**src/rtl/tdm_pulse_synth.sv**
```systemverilog
// Time-multiplexed N-voice pulse-wave synthesizer: one shared accumulate datapath
// walks every voice once per sample tick and emits a saturated signed sample.
module tdm_pulse_synth #(
    parameter int VOICES   = 8,
    parameter int SAMPLE_W = 16,
    parameter int PHASE_W  = 32,
    parameter int FRAC     = 20,
    parameter int VOL_W    = 24
) (
    input  logic                          clk,
    input  logic                          reset,
    input  logic                          sample_tick,
    input  logic [VOICES*PHASE_W-1:0]     phase_inc,
    input  logic [VOICES*8-1:0]           duty,
    input  logic [VOICES*VOL_W-1:0]       volume,
    input  logic [VOICES-1:0]             voice_enable,
    output logic signed [SAMPLE_W-1:0]    out,
    output logic                          out_valid,
    output logic                          busy,
    output logic                          overrun
);

    localparam int IDX_W = $clog2(VOICES);
    localparam int ACC_W = SAMPLE_W + (VOL_W - FRAC) + IDX_W + 1;

    localparam logic signed [ACC_W-1:0] SAT_MAX =
        {{(ACC_W-SAMPLE_W+1){1'b0}}, {(SAMPLE_W-1){1'b1}}};
    localparam logic signed [ACC_W-1:0] SAT_MIN =
        {{(ACC_W-SAMPLE_W+1){1'b1}}, {(SAMPLE_W-1){1'b0}}};

    typedef enum logic [1:0] {IDLE, ACCUM, SAT} state_t;

    state_t                     state, state_nxt;
    logic [IDX_W-1:0]           idx_p0;
    logic signed [ACC_W-1:0]    acc_p0;
    logic [PHASE_W-1:0]         phase_p0 [VOICES];

    logic [PHASE_W-1:0]         cur_phase;
    logic [PHASE_W-1:0]         cur_inc;
    logic [PHASE_W-1:0]         phase_nxt;
    logic [7:0]                 cur_duty;
    logic [VOL_W-1:0]           cur_vol;
    logic                       cur_en;
    logic                       level_pos;
    logic                       last_voice;
    logic signed [ACC_W-1:0]    amp_s;
    logic signed [ACC_W-1:0]    contrib;
    logic signed [ACC_W-1:0]    acc_sum;

    function automatic logic signed [SAMPLE_W-1:0] saturate(input logic signed [ACC_W-1:0] v);
        if (v > SAT_MAX)
            return SAT_MAX[SAMPLE_W-1:0];
        else if (v < SAT_MIN)
            return SAT_MIN[SAMPLE_W-1:0];
        else
            return v[SAMPLE_W-1:0];
    endfunction

    // Slot select: the current voice's inputs and phase are read only in its own cycle
    assign cur_phase  = phase_p0[idx_p0];
    assign cur_inc    = phase_inc[idx_p0*PHASE_W +: PHASE_W];
    assign cur_duty   = duty[idx_p0*8 +: 8];
    assign cur_vol    = volume[idx_p0*VOL_W +: VOL_W];
    assign cur_en     = voice_enable[idx_p0];
    assign last_voice = (idx_p0 == IDX_W'(VOICES-1));

    // Level uses the pre-increment phase; a disabled voice parks its phase at zero
    assign level_pos  = (cur_phase[PHASE_W-1 -: 8] < cur_duty);
    assign amp_s      = signed'(ACC_W'({cur_vol, {(SAMPLE_W-2){1'b0}}} >> FRAC));
    assign phase_nxt  = cur_en ? (cur_phase + cur_inc) : '0;

    always_comb begin
        contrib = '0;
        if (cur_en)
            contrib = level_pos ? amp_s : -amp_s;
    end

    assign acc_sum = acc_p0 + contrib;

    always_comb begin
        state_nxt = state;
        out_valid = 1'b0;
        busy      = 1'b0;
        case (state)
            IDLE: begin
                if (sample_tick)
                    state_nxt = ACCUM;
            end
            ACCUM: begin
                busy = 1'b1;
                if (last_voice)
                    state_nxt = SAT;
            end
            SAT: begin
                busy      = 1'b1;
                out_valid = 1'b1;
                state_nxt = IDLE;
            end
            default: state_nxt = IDLE;
        endcase
    end

    always_ff @(posedge clk or posedge reset) begin
        if (reset)
            state <= IDLE;
        else
            state <= state_nxt;
    end

    // Accumulate stage: one voice per cycle; the final voice lands straight in out
    always_ff @(posedge clk or posedge reset) begin
        if (reset) begin
            idx_p0  <= '0;
            acc_p0  <= '0;
            out     <= '0;
            overrun <= 1'b0;
            for (int i = 0; i < VOICES; i++)
                phase_p0[i] <= '0;
        end else begin
            if (sample_tick && (state != IDLE))
                overrun <= 1'b1;
            case (state)
                IDLE: begin
                    if (sample_tick) begin
                        acc_p0 <= '0;
                        idx_p0 <= '0;
                    end
                end
                ACCUM: begin
                    acc_p0           <= acc_sum;
                    idx_p0           <= idx_p0 + IDX_W'(1);
                    phase_p0[idx_p0] <= phase_nxt;
                    if (last_voice)
                        out <= saturate(acc_sum);
                end
                default: ;
            endcase
        end
    end

endmodule

```
**config.mk**
```make
export PLATFORM = sky130hd
export DESIGN_NAME = tdm_pulse_synth
export DESIGN_NICKNAME = d
export VERILOG_FILES = /design/src/rtl/tdm_pulse_synth.sv
export SDC_FILE = /design/constraint.sdc
export NUM_CORES = 1
export LEC_CHECK = 0
export ABC_AREA = 1
export CAP_MARGIN = 25
export CORE_MARGIN = 8
export CORE_UTILIZATION = 40
export CTS_CLUSTER_SIZE = 14
export DETAILED_ROUTE_END_ITERATION = 6
export PLACE_DENSITY_LB_ADDON = 0.12
export SLEW_MARGIN = 20
export SYNTH_ARGS = -nofsm -noshare
export SYNTH_HDL_FRONTEND = slang
export SYNTH_SLANG_ARGS = --single-unit
```
**constraint.sdc**
```tcl
create_clock -name clk -period 23 [get_ports clk]
set_clock_uncertainty 0.1 [all_clocks]
set_input_delay 3.45 -clock clk [delete_from_list [all_inputs] [get_ports clk]]
set_output_delay 3.45 -clock clk [all_outputs]
set_load 0.05 [all_outputs]
```
; ---- Word-level counts from Yosys, hierarchy flattened
; Cells that the tools add are included.
[word_totals]
out_inout_bits = 19
ff_bits = 302
inputBits = 523
ramBits = 0
latch_bits = 0
mem_count = 0
romBits = 0
[op_classes]
n_mul = 1
n_addsub = 4
reduce_logical = 9
magnitude_cmp = 6
n_shift = 3
eq_ne = 5
mux = 22
n_div = 0
bitwise = 1
[op_table]
columns = operator, n
row1 = bitwise mux 256 bit, 1
row2 = variable part select 256 x 9 -> 32 bit, 1
row3 = variable part select 192 x 9 -> 24 bit, 1
row4 = two-way mux 32 bit, 4
row5 = binary-select mux 32 bit (select 3 bit), 1
row6 = demux 32 bit (select 3 bit), 1
row7 = two-way mux 24 bit, 3
row8 = variable part select 64 x 7 -> 8 bit, 1
row9 = case mux 24 bit (2 select lines), 1
row10 = adder 32 bit, 1
row11 = two-way mux 16 bit, 2
row12 = adder 24 bit, 1
row13 = "> comparator 24 x 16 -> 1 bit, second input constant", 1
row14 = "< comparator 24 x 16 -> 1 bit, second input constant", 1
row15 = negation 18 -> 24 bit, 1
row16 = < comparator 8 bit, 1
row17 = case mux 3 bit (2 select lines), 1
row18 = AND reduction 2 bit, 3
row19 = "multiplier 3 x 2 -> 5 bit, second input constant", 1
row20 = "greater-or-equal comparator 4 bit, second input constant", 1
row21 = "< comparator 3 x 4 -> 1 bit, second input constant", 1
row22 = "< comparator 4 x 1 -> 1 bit, second input constant", 1
row23 = two-way mux 2 bit, 2
row24 = "!= test 2 bit, second input constant", 2
row25 = other kinds (13), 17

; ---- Depth between registers and ports, before layout
; Gate-level depths: netlist of run 1.
[depth]
word_depth = 11
mapped_depth = 43
depth_no_buf = 36

; ---- Worst setup path after synthesis of run 1
; OpenSTA, ideal clock, no wires.
[synth_path]
path_kind = input -> register
from = input duty[13]
to = register out[0]
t_required_ns = 22.782
path_buffers = 2
path_slack_ns = 15.854
stages = 26
setup_time_ns = 0.118
t_arrival_ns = 6.929
cell_sequence = o21ai_0 -> o22ai_1 -> nor2_1 -> ha_1 -> a21oi_1 -> nor2_1 -> a211oi_1 -> nand2_1 -> inv_1 -> buf_2 -> o21ai_0 -> a21oi_1 -> fa_1 -> nand2_1 -> nand2_1 -> o21ai_0 -> o21ai_0 -> nand3_1 -> nand3_1 -> xor2_1 -> nand3_1 -> o21ai_4 -> buf_6 -> nand2_1 -> nand2_1 -> nand2_1
[synth_between]
elab_chain_len = 8
elab_cells_between_ends = 9
[synth_lines]
columns = item, line_no
row1 = from (decl), 14  ; input logic [VOICES*8-1:0] duty,
row2 = variable part select 64 x 7 -> 8 bit *, 62  ; assign cur_duty = duty[idx_p0*8 +: 8];
row3 = < comparator 8 bit *, 68  ; assign level_pos = (cur_phase[PHASE_W-1 -: 8] < cur_duty);
row4 = two-way mux 24 bit *, 75  ; contrib = level_pos ? amp_s : -amp_s;
row5 = two-way mux 24 bit *, 74  ; if (cur_en)
row6 = adder 24 bit *, 78  ; assign acc_sum = acc_p0 + contrib;
row7 = < comparator 24 x 16 -> 1 bit, 53  ; else if (v < SAT_MIN)
row8 = two-way mux 16 bit, 53
row9 = two-way mux 16 bit *, 51  ; if (v > SAT_MAX)
row10 = to (signal assigned), 134  ; out <= saturate(acc_sum);
row11 = to (decl), 17  ; output logic signed [SAMPLE_W-1:0] out,
; Mark *: on every way between the ends. The rest lies on a longest branch, timed or not.
; A chain may end at the register's enable or synchronous reset.

; ---- Final worst setup path of run 1
[layout_path]
from = input duty[21]
to = register out[0]
; Same word-level chain as after synthesis.

==> results of run 1 <==
## per-layer routing
metal	up-vias	track usage	part of all wire
met3	115	0.0370	0.058
li1	11000	-	-
met4	4	0.0741	0.028
met1	10600	0.328	0.43
met2	746	0.445	0.49
met5	-	0	0.00034
## final timing paths
| path | from | to | cells after the start |
|---|---|---|---|
| hold / removal | phase_p0[139] | phase_p0[139] | 2 |
| setup / recovery | duty[21] | out[0] | 25 |
| setup reg to reg | idx_p0[0] | out[0] | 28 |
| min in group asynchronous | reset | phase_p0[88] | 2 |
| max in group asynchronous | reset | phase_p0[234] | 5 |
| hold reg to reg | phase_p0[139] | phase_p0[139] | 2 |
## placed cells by master (no fill, tap or decap), drive strengths merged
| master | synthesis | final |
|---|---|---|
| nand2 | 651 | 651 |
| o21ai | 623 | 623 |
| nor2 | 600 | 600 |
| clkdlybuf4s50 | 0 | 493 |
| dfrtp | 302 | 302 |
| inv | 259 | 259 |
| nand3 | 90 | 90 |
| a21oi | 86 | 86 |
| ha | 67 | 67 |
| o2111ai | 62 | 62 |
| clkbuf | 125 | 51 |
| o22ai | 35 | 35 |
| buf | 54 | 28 |
| o211ai | 23 | 23 |
| nor3 | 21 | 21 |
| or2 | 21 | 21 |
| xor2 | 18 | 18 |
| clkinv | 9 | 14 |
| a21o | 12 | 12 |
| a31oi | 10 | 10 |
| nand4 | 8 | 8 |
| a21boi | 7 | 7 |
| o21bai | 6 | 6 |
| o21a | 5 | 5 |
| a211oi | 3 | 3 |
| nand3b | 3 | 3 |
| a311oi | 3 | 3 |
| xnor2 | 3 | 3 |
| bufinv | 0 | 3 |
| o32ai | 2 | 2 |
| o221ai | 2 | 2 |
| o31ai | 2 | 2 |
| nor3b | 2 | 2 |
| fa | 2 | 2 |
| nor4 | 1 | 1 |
| and3 | 1 | 1 |
| a221oi | 1 | 1 |
## worst reg2reg max path, delay by kind of cell, from the launching register on
family | cells | cell delay, ns
xor+xnor | 1 | 0.25
buf+inv | 4 | 2.47
flops | 1 | 0.74
simple gates | 15 | 1.66
compound gates | 6 | 2.08
fa+ha+maj | 2 | 0.66
## flip-flops by register name (all words and copies together) (netlist names)
register  flops
phase_p0    256
acc_p0       24
idx_p0        3
out          16
overrun       1
state         2
## cells by family after synthesis
kind of cell	Yosys count	synth area share
simple gates	1398	0.268
flops	302	0.360
fa+ha+maj	69	0.0418
compound gates	882	0.235
xor+xnor	21	0.00876
buf+inv	447	0.0868
## cell type report
class / instances / area [µm²] / share of cell area
multi-input cells: 2370 / 11600 / 0.424
flip-flops and latches: 302 / 7560 / 0.276
repair buffers: 521 / 5160 / 0.188
clock inverters: 8 / 119 / 0.00434
inverters: 268 / 1020 / 0.0373
well taps: 688 / 861 / 0.0314
clock buffers: 51 / 1050 / 0.0383
## where the power goes
group / leakage, nW / internal (W) / switching [W]
clock: 0.577 / 0.000349 / 0.000220
combinational: 8.79 / 0.00103 / 0.00223
sequential: 3.37 / 0.000744 / 0.000123
total: 12.7 / 0.00212 / 0.00258
## through the flow
stage	util	std cells
2_1_floorplan	-	3119
3_3_place_gp	0.502	4149
3_5_place_dp	0.502	4149
4_1_cts	0.524	4208
5_1_grt	0.524	4208
6_report	0.524	4208
==> results.md, run 1 <==
* Status: finished clean
* P per Cell Area at 171 mW/mm²
* Final Max Slew Viols at 0
* CTS Sinks at 302
* Measured slew at the worst slew-check pin at 1.07 ns
* Vias in the first global route at 21,900
* Post-synth EDFFs at 0
* Most frequent cell after synthesis: nand2_1
* H-tree levels at 2
* Final setup TNS at 0 ns
* Final hold slack at 0.377 ns
* Top delay family on crit path: compound AO/OA/AOI/OAI gates
* Area share of the largest cell type after synthesis at 0.360
* Synthesized Nets at 3,711
* Synth warn at 0
* Post-cts sizing count at 0
* Grt ovf at 0
* Top FF cell, synth: dfrtp_1
* Post-CTS Setup Bufs at 0
* Synth area leaders: dfrtp_1, o21ai_0, nand2_1
* Post-DP Area at 0.0262 mm²
* WS Path Type: in -> reg
* HPWL after DPL at 55,400 µm
* Global-route wire length before repair at 125,000 µm
* Core area at 0.0522 mm²
* Pin count of the biggest net entering global routing at 120
* Area growth, synth to finish at 30.4%
* Final Hold Fails at 0
* Initial antenna violation count at 2
* CTS tree: built
* Critical path arrival at 9.36 ns
* LEAKAGE at 12.7 nW
* Worst Hold Class: reg -> reg
* Setup violations, final at 0
* Die area at 0.0601 mm²
* Async S/R FF share, synth at 1.00
* Nets at 4,090
* CP Launch Type: primary input
* Avg Inst Size Synth at 6.73 µm²
* Final wirelength at 80,300 µm
* Overall Global Routing Usage at 0.256
* Initial Utilization at 0.402
* Slew HR at 0.288
* Netlist cell types at 52
* Commonest cells in the netlist: nand2_1, o21ai_0, nor2_1, dfrtp_1, inv_1
* Root buffer cell: clkbuf_16
* CP peak stage delay at 0.51 ns
* Fin crit period at 9.06 ns
* Max Freq at 110 MHz
* Total iterations of the first detailed-routing run at 6
* # fillers at 5,056
* CP endpoint kind: flop
* Cell Area, Synth at 0.0210 mm²
* Period utilization at 0.394
* Post-synth top area cell: dfrtp_1
* Clk buf depth at 3
* Data required time of the critical path at 23.30 ns
* Routed wire length per instance at 19.1 µm
* Share of layout cells above drive strength 1 at 0.0415
* PortBufs at 493
* Routed Antenna Nets at 0
* Gpl congestion at 0.970
* MaxCap Viol Count at 0
* Starting DRT DRC Count at 1,861
* ANT cells at 0
* Register bit total from synthesis at 302
* Buf/Inv on CP at 2
* Worst-path clk slew at 0.06 ns
* R2R Setup Slk at 14.92 ns
* Row Count at 84
* # DRC at 0
* CP most frequent cell: nand2_1
* Die Y at 245 µm
* CTS Hold Bufs at 0
* Final instance area at 0.0274 mm²
* Via count at 22,500
* Die W at 245 µm
* Slowest CP cell: o21ai_0
* Placement Setup Slack at 13.51 ns
* Final worst slack at 13.94 ns
* Inserted Clock Buffers at 35
* Worst vdd ir at 0.0803 mV
* Total power at 0.00469 W
* Worst-skew pair later-pin latency at 0.52 ns
* Synthesized netlist cell count at 3,119
* Worst-path fanout max at 15
* Sequential area share after synthesis at 0.360
* Io pins at 542
* RSZ-0062 raised after global routing: false
* Via/cell ratio at 5.34
Power figures use the tool's default switching activity.
==> run 2: changes to the inputs <==
clock period = 9.36 ns   (was 23 ns; I/O delays follow)
==> run 2 against run 1 <==
Power increased by 150%. First-iteration DRC count decreased by 3.6%. Wire length increased by 1.5%. Utilization increased by 0.37 points. Combinational power is 150% higher. Cell area increased by 0.71%. Sequential cell count is the same. Critical path type is now reg -> reg. Highest routed layer unchanged.
==> results.md, run 2 (same netlist as run 1, synthesis figures left out) <==
* Status: finished clean
* # DRC at 0 (unchanged)
* Final Hold Fails at 0 (unchanged)
* FF-to-FF path depth at 28 (unchanged)
* Global-route wire length before repair at 126,000 µm (+0.99%)
* Min-delay src: overrun
* Period utilization at 0.810
* Inserted Clock Buffers at 37 (+5.7%)
* Final instance area at 0.0276 mm² (+0.71%)
* Post-CTS Setup Bufs at 0 (unchanged)
* Area growth, synth to finish at 31.4%
* Measured slew at the worst slew-check pin at 1.05 ns (-0.0211 ns)
* Setup violations, final at 0 (unchanged)
* Largest Register: phase_p0
* Starting DRT DRC Count at 1,794 (-3.6%)
* Grt ovf at 0 (unchanged)
* Via count at 22,600 (+0.44%)
* Critical register-to-register path endpoint: out[7]
* Worst Hold Class: reg -> reg
* MaxCap Viol Count at 0 (unchanged)
* Die W at 245 µm (unchanged)
* Worst vdd ir at 0.223 mV (+180%)
* Worst-skew pair later-pin latency at 0.54 ns (+0.02 ns)
* CP endpoint kind: flop
* Most frequent cells in the layout: nand2_1, o21ai_0, nor2_1, clkdlybuf4s50_1, dfrtp_1
* Overall Global Routing Usage at 0.261 (+0.00476)
* Final wirelength at 81,400 µm (+1.5%)
* CTS tree: built
* Worst r2r src: idx_p0[2]
* Die area at 0.0601 mm² (unchanged)
* Max reg flops at 256 (unchanged)
* Routed wire length per instance at 19.3 µm (+1.2%)
* Slew HR at 0.295 (+0.00668)
* Root buffer cell: clkbuf_16
* Post-DP Area at 0.0263 mm² (+0.21%)
* CP Launch Type: flop
* Commonest non-fill, non-tap cell in the layout: nand2_1
* RSZ-0062 raised after global routing: false
* Row Count at 84 (unchanged)
* Final hold slack at 0.360 ns (-0.0169 ns)
* Gpl congestion at 0.930 (-4.2%)
* Pin count of the biggest net entering global routing at 157 (+31%)
* Share of layout cells above drive strength 1 at 0.0445 (+0.00304)
* CTS Sinks at 302 (unchanged)
* LEAKAGE at 12.8 nW (+0.67%)
* Critical path arrival at 7.89 ns (-1.47 ns)
* Clk buf depth at 3 (unchanged)
* Vias in the first global route at 22,200 (+1.5%)
* # fillers at 5,209 (+3.0%)
* Fin crit period at 7.58 ns
* Placement Setup Slack at 1.91 ns (-11.60 ns)
* Worst-path fanout max at 34 (+19)
* Core area at 0.0522 mm² (unchanged)
* R2R Setup Slk at 1.78 ns (-13.14 ns)
* Hold Path End: overrun
* H-tree levels at 2 (unchanged)
* Worst-path clk slew at 0.06 ns (about the same)
* Biggest regs: phase_p0: 256 flops, acc_p0: 24 flops, out: 16 flops
* HPWL after DPL at 56,000 µm (+1.2%)
* Slowest CP cell: inv_2
* Nets at 4,094 (+0.098%)
* Io pins at 542 (unchanged)
* Initial antenna violation count at 6 (+4)
* Final Max Slew Viols at 0 (unchanged)
* WS Path Type: reg -> reg
* Routed Antenna Nets at 0 (unchanged)
* Total iterations of the first detailed-routing run at 5 (-1)
* Die Y at 245 µm (unchanged)
* Initial Utilization at 0.402 (unchanged)
* Worst hold path depth at 1 (-1)
* Max Freq at 132 MHz
* CTS Hold Bufs at 0 (unchanged)
* Data required time of the critical path at 9.67 ns (-13.63 ns)
* P per Cell Area at 425 mW/mm² (+150%)
* CP peak stage delay at 0.65 ns (+0.14 ns)
* PortBufs at 493 (unchanged)
* Final setup TNS at 0 ns (unchanged)
* Final worst slack at 1.78 ns (-12.16 ns)
* Via/cell ratio at 5.35 (+0.15%)
* CP most frequent cell: nand2_1
* Post-cts sizing count at 0 (unchanged)
[run 2: through the flow]
step / util / total power [W] / instances
after floorplan: - / 0.00777 / 3119
after global placement: 0.503 / 0.0100 / 4151
after detailed placement: 0.503 / 0.0101 / 4151
after CTS: 0.528 / 0.0117 / 4215
after global routing: 0.528 / 0.0129 / 4220
final: 0.528 / 0.0117 / 4220
[run 2: area by class of cell]
cell class / instances / area, µm² / area share
diodes: 5 / 12.5 / 0.000454
clock buffers: 47 / 1060 / 0.0383
clock inverters: 17 / 248 / 0.00898
inverters: 268 / 1020 / 0.0369
multi-input cells: 2370 / 11600 / 0.421
flip-flops and latches: 302 / 7560 / 0.274
well taps: 688 / 861 / 0.0312
repair buffers: 523 / 5200 / 0.189
[run 2: how the worst max path moves through the flow]
stage          startpoint   endpoint  slack, ns  cells past startpoint
4_1_cts         idx_p0[1]     out[8]       1.88                     28
3_3_place_gp    idx_p0[2]     out[7]       1.93                     28
3_5_place_dp    idx_p0[1]     out[7]       1.91                     28
2_1_floorplan       reset  acc_p0[0]       3.84                      1
6_report        idx_p0[2]     out[7]       1.78                     28
5_1_grt         idx_p0[1]     out[7]       1.23                     28
[run 2: power by group]
part           switching (W)  internal [W]  total [W]
Clock               0.000569      0.000963    0.00153
Combinational        0.00555       0.00252    0.00807
Sequential          0.000292       0.00183    0.00212
[run 2: routing by layer]
layer,global-route usage,wire (µm)
met3,0.0413,5420
met4,0.108,3000
met2,0.444,38900
met5,0,13
met1,0.327,34100
[run 2: critical path: cells and delay by family, from the launching register on]
kind,cells,cell delay [ns]
xor+xnor,1,0.26
buf+inv,3,1.75
simple gates,15,2.08
flops,1,0.53
fa+ha+maj,2,0.63
compound gates,7,2.03
